**config.mk**
```make
export PLATFORM = sky130hd
export DESIGN_NAME = mem_stage
export DESIGN_NICKNAME = d
export VERILOG_FILES = /design/src/rtl/mycpu_defs.sv /design/src/rtl/ms_rdata_hold.sv /design/src/rtl/mem_stage.sv
export SDC_FILE = /design/constraint.sdc
export NUM_CORES = 1
export LEC_CHECK = 0
export CORE_MARGIN = 4
export CORE_UTILIZATION = 41
export DETAILED_ROUTE_END_ITERATION = 8
export GPL_ROUTABILITY_DRIVEN = 0
export MAX_ROUTING_LAYER = met4
export PLACE_DENSITY = 0.81
export SYNTH_ARGS = -nofsm -noshare
export SYNTH_HDL_FRONTEND = slang
export SYNTH_SLANG_ARGS = --single-unit
```
**constraint.sdc**
```tcl
create_clock -name clk -period 1.2 [get_ports clk]
set_input_delay 0.24 -clock clk [delete_from_list [all_inputs] [get_ports clk]]
set_output_delay 0.24 -clock clk [all_outputs]
set_load 0.03 [all_outputs]
```
**src/rtl/mycpu_defs.sv**
```systemverilog
// Shared bus widths and field positions for the EXE->MEM, MEM->WB and
// MEM forwarding buses.
package mycpu_defs;

    localparam int ES_MS_BUS_W = 71;
    localparam int MS_WS_BUS_W = 69;
    localparam int FWD_BUS_W   = 38;

    localparam int ES_PC_MSB   = 70;
    localparam int ES_PC_LSB   = 39;
    localparam int ES_WE_BIT   = 38;
    localparam int ES_DEST_MSB = 37;
    localparam int ES_DEST_LSB = 33;
    localparam int ES_ALU_MSB  = 32;
    localparam int ES_ALU_LSB  = 1;
    localparam int ES_RFM_BIT  = 0;

    // WB dest field is only four bits wide in this bus layout
    localparam int WS_PC_MSB   = 68;
    localparam int WS_PC_LSB   = 37;
    localparam int WS_WE_BIT   = 36;
    localparam int WS_DEST_MSB = 35;
    localparam int WS_DEST_LSB = 32;
    localparam int WS_RES_MSB  = 31;

    localparam int FWD_WE_BIT   = 37;
    localparam int FWD_DEST_MSB = 36;
    localparam int FWD_DEST_LSB = 32;
    localparam int FWD_RES_MSB  = 31;

    typedef struct packed {
        logic [31:0] pc;
        logic        gr_we;
        logic [4:0]  dest;
        logic [31:0] alu_result;
        logic        res_from_mem;
    } es_ms_t;

endpackage

```
**src/rtl/ms_rdata_hold.sv**
```systemverilog
// Captures SRAM load data in the first MEM cycle of a stalled instruction
// so later address changes from EXE cannot corrupt it.
module ms_rdata_hold
    import mycpu_defs::*;
(
    input  logic        clk,
    input  logic        reset,
    input  logic        accept_i,
    input  logic        stall_i,
    input  logic [31:0] rdata_i,
    output logic [31:0] mem_data_o
);

    logic        first_q;
    logic        first_d;
    logic        rbuf_valid_q;
    logic        rbuf_valid_d;
    logic [31:0] rbuf_q;
    logic [31:0] rbuf_d;

    always_comb begin
        first_d      = accept_i;
        rbuf_valid_d = rbuf_valid_q;
        rbuf_d       = rbuf_q;
        if (accept_i) begin
            rbuf_valid_d = 1'b0;
        end else if (first_q && stall_i) begin
            rbuf_valid_d = 1'b1;
            rbuf_d       = rdata_i;
        end
    end

    always_ff @(posedge clk) begin
        if (reset) begin
            first_q      <= 1'b0;
            rbuf_valid_q <= 1'b0;
            rbuf_q       <= '0;
        end else begin
            first_q      <= first_d;
            rbuf_valid_q <= rbuf_valid_d;
            rbuf_q       <= rbuf_d;
        end
    end

    assign mem_data_o = rbuf_valid_q ? rbuf_q : rdata_i;

endmodule

```
**src/rtl/mem_stage.sv**
```systemverilog
// Memory-access pipeline stage: registers the EXE payload, merges SRAM
// read data and drives the WB bus plus the MEM forwarding bus.
module mem_stage
    import mycpu_defs::*;
(
    input  logic                   clk,
    input  logic                   reset,
    input  logic                   es_to_ms_valid,
    output logic                   ms_allow_in,
    input  logic [ES_MS_BUS_W-1:0] es_ms_bus,
    input  logic [31:0]            data_sram_rdata,
    input  logic                   ws_allow_in,
    output logic                   ms_to_ws_valid,
    output logic [MS_WS_BUS_W-1:0] ms_ws_bus,
    output logic [FWD_BUS_W-1:0]   ms_fwd_bus
);

    es_ms_t      es_in;
    es_ms_t      pl_q;
    es_ms_t      pl_d;
    logic        ms_valid_q;
    logic        ms_valid_d;
    logic        ms_ready_go;
    logic        accept;
    logic        stall;
    logic [31:0] mem_data;
    logic [31:0] final_result;

    assign es_in.pc           = es_ms_bus[ES_PC_MSB:ES_PC_LSB];
    assign es_in.gr_we        = es_ms_bus[ES_WE_BIT];
    assign es_in.dest         = es_ms_bus[ES_DEST_MSB:ES_DEST_LSB];
    assign es_in.alu_result   = es_ms_bus[ES_ALU_MSB:ES_ALU_LSB];
    assign es_in.res_from_mem = es_ms_bus[ES_RFM_BIT];

    assign ms_ready_go    = 1'b1;
    assign ms_allow_in    = !ms_valid_q || (ms_ready_go && ws_allow_in);
    assign ms_to_ws_valid = ms_valid_q && ms_ready_go;
    assign accept         = es_to_ms_valid && ms_allow_in;
    assign stall          = ms_valid_q && !ws_allow_in;

    always_comb begin
        ms_valid_d = ms_valid_q;
        pl_d       = pl_q;
        if (ms_allow_in) begin
            ms_valid_d = es_to_ms_valid;
        end
        if (accept) begin
            pl_d = es_in;
        end
    end

    always_ff @(posedge clk) begin
        if (reset) begin
            ms_valid_q <= 1'b0;
            pl_q       <= '0;
        end else begin
            ms_valid_q <= ms_valid_d;
            pl_q       <= pl_d;
        end
    end

    ms_rdata_hold u_hold (
        .clk        (clk),
        .reset      (reset),
        .accept_i   (accept),
        .stall_i    (stall),
        .rdata_i    (data_sram_rdata),
        .mem_data_o (mem_data)
    );

    assign final_result = pl_q.res_from_mem ? mem_data : pl_q.alu_result;

    always_comb begin
        ms_ws_bus = '0;
        ms_ws_bus[WS_PC_MSB:WS_PC_LSB]     = pl_q.pc;
        ms_ws_bus[WS_WE_BIT]               = pl_q.gr_we;
        ms_ws_bus[WS_DEST_MSB:WS_DEST_LSB] = pl_q.dest[3:0];
        ms_ws_bus[WS_RES_MSB:0]            = final_result;
    end

    always_comb begin
        ms_fwd_bus = '0;
        ms_fwd_bus[FWD_WE_BIT]                = pl_q.gr_we && ms_valid_q;
        ms_fwd_bus[FWD_DEST_MSB:FWD_DEST_LSB] = pl_q.dest;
        ms_fwd_bus[FWD_RES_MSB:0]             = final_result;
    end

endmodule

```
# ---- After elaboration in Yosys (flattened, before gate mapping)
# Cells that the tools add are included.
dict set report classes {
  eq_ne 0
  shift 0
  n_reduce_logical 9
  n_div 0
  addsub 0
  multipliers 0
  muxes 2
  order_cmp 0
  n_bitwise 1
}
# operator count
set ops {}
lappend ops {{2-to-1 mux 32 bit} 2}
lappend ops {{logical AND 1 bit} 4}
lappend ops {{zero test 1 bit} 2}
lappend ops {{AND reduction 2 bit} 1}
lappend ops {{OR reduction 2 bit} 1}
lappend ops {{logical OR 1 bit} 1}
lappend ops {{inverter 1 bit} 1}
dict set report word_totals {
  output_inout_bits 109
  word_cells 21
  in_bits 107
  mem_count 0
  latchBits 0
  ram_bits 0
  romBits 0
  reg_bits 106
}

# ---- Longest topological paths before layout
dict set report logic_depth {
  ltp_word 5
  mapped_depth 6
  ltp_nobuf 3
}

# ---- By module
# A second synthesis with hierarchy kept.
dict set report hier_totals {
  hier_cells 620
  hier_area_um2 5609.1
}
# mod cells_per_inst area_each_um2 instances
set by_module_without_submodules {}
lappend by_module_without_submodules {mem_stage 439 3698.5 1}
lappend by_module_without_submodules {ms_rdata_hold 181 1910.6 1}

# ---- Least setup slack after synthesis
# Ideal clock, no wire load.
dict set report synth_timing {
  path_kind {register -> output}
  from {register pl_q[0] (netlist bit)}
  to {output port ms_ws_bus[10]}
  arrival_time_ns 1.624
  n_path_buf 3
  path_slack_ns -0.664
  path_stages_with_launch 6
  cell_sequence {dfxtp_1 > buf_2 > clkbuf_1 > nor2_1 > a21oi_1 > buf_4}
}
dict set report synth_between {
  elab_chain_len 1
}
# element line
set synth_lines {}
lappend synth_lines {{from (decl)} mem_stage.sv:19} ;# es_ms_t pl_q;
lappend synth_lines {{from (signal assigned)} mem_stage.sv:58} ;# pl_q <= pl_d;
lappend synth_lines {{2-to-1 mux 32 bit} mem_stage.sv:71} ;# assign final_result = pl_q.res_from_mem ? mem_data : pl_q.alu_result;
lappend synth_lines {{to (decl)} mem_stage.sv:14} ;# output logic [MS_WS_BUS_W-1:0] ms_ws_bus,
# No other way between the ends.

# ---- Final worst setup path
dict set report layout_timing {
  from {register u_hold.rbuf_valid_q}
  to {output port ms_fwd_bus[27]}
}
dict set report layout_between {
  elab_chain_len 2
}
# element line
set layout_lines {}
lappend layout_lines {{from (decl)} ms_rdata_hold.sv:16} ;# logic rbuf_valid_q;
lappend layout_lines {{from (signal assigned)} ms_rdata_hold.sv:40} ;# rbuf_valid_q <= rbuf_valid_d;
lappend layout_lines {{2-to-1 mux 32 bit} ms_rdata_hold.sv:45} ;# assign mem_data_o = rbuf_valid_q ? rbuf_q : rdata_i;
lappend layout_lines {{2-to-1 mux 32 bit} mem_stage.sv:71}
lappend layout_lines {{to (decl)} mem_stage.sv:15} ;# output logic [FWD_BUS_W-1:0] ms_fwd_bus
# No other way between the ends.

==> results.md <==
- Grt ovf: 0
- Fin. max-slew vios: 0
- CTS root buf: clkbuf_16
- Inserted Clock Buffers: 9
- Nets@finish: 935
- Finished Layout Cells: 1,016
- Status: complete, but fails checks
- Post-Synthesis Cells: 657
- TritonCTS clock tree: yes
- Worst path cell trace: buf_12 -> mux2i_2 -> a21oi_4 -> buf_4
- Synth Flop Type: dfxtp_1
- VDD IR max: 0.817 mV
- Synth area leaders: dfxtp_1 (35%), buf_4 (10%), a21bo_2 (8.3%)
- Clock Path Buffers: 2
- Dpl cells: 969
- Synth unique cells: 23
- Largest net degree at the start of global routing: 44
- Layout cells sized above 1: 0.629
- Met3 Use GR: 0.0363
- Register bit total from synthesis: 106
- 1st-iter DRT viols: 252
- FF+latch area: 2130 µm²
- Setup crit start kind: flip-flop
- Port bufs: 215
- Met2 usage: 0.390
- Clock Latency Late Sink: 340 ps
- Critical Path RT: 960 ps
- CP endpoint: ms_fwd_bus[27]
- Max Fclk: 569 MHz
- Clock skew: 7.53 ps
- LEAKAGE: 3.83 nW
- Post-Route WL: 20.1 mm
- Antenna cells: 0
- CP max-delay cell: dfxtp_4
- H-tree Lvls: 3
- GRT Overall Usage: 0.236
- I/O pin total: 216
- Worst reg2reg setup slack: -200 ps
- Slew HR: 0.800
- Starting Density: 0.418
- Drt wl/cell: 19.8 µm
- Reg2reg end: pl_q[24]
- Post-DP Area: 8270 µm²
- P&R area growth vs syn: 72.3%
- Final hold vios: 0
- Avg Cell Area, Syn: 9.22 µm²
- Post-Synthesis Net Count: 764
- Post-route ant nets: 0
- First-pass GRT wire length: 30.5 mm
- RR Startpoint: ms_to_ws_valid
- Filler cell count: 939
- Vias in the first global route: 5,722
- Total iterations of the first detailed-routing run: 4
- Hold_buf cts: 0
- DIE WIDTH: 130 µm
- YS warnings: 0
- Via Count: 5,381
- Initial antenna violation count: 0
- DP HPWL: 11.3 mm
- Site Rows: 44
- Synth top area share: 0.350
- Core Area: 14,500 µm²
- Maxcap violations: 0
- Worst setup path start: u_hold.rbuf_valid_q
- CP Capture Type: primary output
- Reg clk slew, reported paths: 70 ps
- Largest stage delay, worst path: 430 ps
- M1 GR Usage: 0.297
- Area leader, netlist: dfxtp_1
- P per Cell Area: 977 nW/µm²
- Async set-reset flop share out of synthesis: 0
- Crit Path Category: flip-flop to primary output
- Min Clock Period, post-route: 1760 ps
- Min-delay worst type: input pin to flip-flop
- Vias per Instance: 5.30
- CTS Sinks: 106
- Area of the multi-input gates: 4430 µm²
- Die area: 16,800 µm²
- Synth top cells by count: dfxtp_1 (106), a21oi_1 (82), buf_4 (82), nand2_1 (64), a21oi_2 (54)
- Count leader, synth: dfxtp_1
- Post-synth EDFFs: 0
- Final period util: 1.46
- RSZ-0062 raised after global routing: yes
- Crit path max fanout: 10
- Cell Area, Synth: 6060 µm²
- Violated checks: setup timing
- Reg2Reg Depth: 7
- GRT Max-Usage Layer: met2
- Slew @ Worst Pin: 300 ps
- Final-report setup violation count: 171
- Final WS setup: -557 ps
- Final Cell Area: 10,400 µm²
- Register area share after synthesis: 0.350
- Die Y: 130 µm
- CP arrival: 1520 ps
- Residual DRC count: 0
[logic make-up (layout without fill, tap and decap cells)]
| kind of cell | after synthesis | after routing | share of synthesized area |
|---|---|---|---|
| AOI/OAI and AO/OA | 208 | 208 | 0.264 |
| and+or+nand+nor | 174 | 174 | 0.167 |
| buffers and inverters | 137 | 312 | 0.165 |
| muxes | 32 | 32 | 0.0529 |
| DFF | 106 | 106 | 0.350 |
[worst max-delay path: cells and delay by family (launching register included)]
kind            cells  cell delay, ps
flops               1             430
buf+inv             2             370
mux                 1             280
compound gates      1              80
[routing by layer]
metal | vias to the layer above | part of all wire
met5 | - | 0
met4 | 0 | 0.022
met3 | 36 | 0.055
met2 | 195 | 0.50
met1 | 2623 | 0.42
li1 | 2527 | -
[cells in the final DEF (no fill, tap or decap), types with 14 or more instances in the layout]
cell type / instances
buf_12: 29
clkdlybuf4s50_1: 103
nand3_2: 54
a21bo_1: 21
a21oi_4: 34
mux2i_4: 23
nand2_1: 32
nand2_2: 14
a21bo_4: 48
nor2_1: 32
buf_4: 93
nand2_4: 18
buf_6: 49
dfxtp_1: 103
a21oi_2: 99
[state kept, by name (all words and copies together), names as in the netlist]
name	flops
ms_ws_bus	33
pl_q	33
u_hold.rbuf_q	32
ms_fwd_bus	5
ms_to_ws_valid	1
u_hold.first_q	1
u_hold.rbuf_valid_q	1
[cell type report]
| cell class | instances | area share |
|---|---|---|
| Multi-Input combinational cell | 414 | 0.424 |
| Timing Repair Buffer | 296 | 0.322 |
| Sequential cell | 106 | 0.204 |
| Clock buffer | 12 | 0.0236 |
| Tap cell | 184 | 0.0220 |
| Clock inverter | 3 | 0.00383 |
| Inverter | 1 | 0.000359 |
[per-stage QoR]
stage	setup WS (ps)	power (W)	util	hold slack, ps	TNS, ps
6_report	-557	0.0102	0.721	177	-42770
5_1_grt	-600	0.0106	0.721	183	-50520
4_1_cts	-563	0.0101	0.699	164	-45100
3_5_place_dp	-459	0.00665	0.571	447	-54490
3_3_place_gp	-391	0.00661	0.571	442	-48040
2_1_floorplan	-207	0.00587	-	376	-7170
[where the power goes]
part / total (W) / switching [W] / internal, W
Clock: 0.00297 / 0.00130 / 0.00166
Sequential: 0.00379 / 0.000117 / 0.00367
Combinational: 0.00345 / 0.00178 / 0.00167
[worst min path at each step]
stage,startpoint,to,slack [ps],depth (start not counted)
floorplan,data_sram_rdata[30],u_hold.rbuf_q[30],380,2
global placement,u_hold.rbuf_q[30],u_hold.rbuf_q[30],440,2
detailed placement,u_hold.rbuf_q[31],u_hold.rbuf_q[31],450,2
CTS,reset,pl_q[13],160,2
global route,reset,pl_q[15],180,2
finish,reset,pl_q[15],180,2
[what timing repair did]
| action | 4_1_cts | 5_1_grt |
|---|---|---|
| setup endpoints to repair | 152 | 173 |
| hold endpoints to repair | 0 | 0 |
| gates cloned | 19 | 1 |
| gates resized for setup | 202 | 103 |
| buffers inserted | 17 | 4 |
| pin swaps | 164 | 54 |
Power figures use the tool's default switching activity.
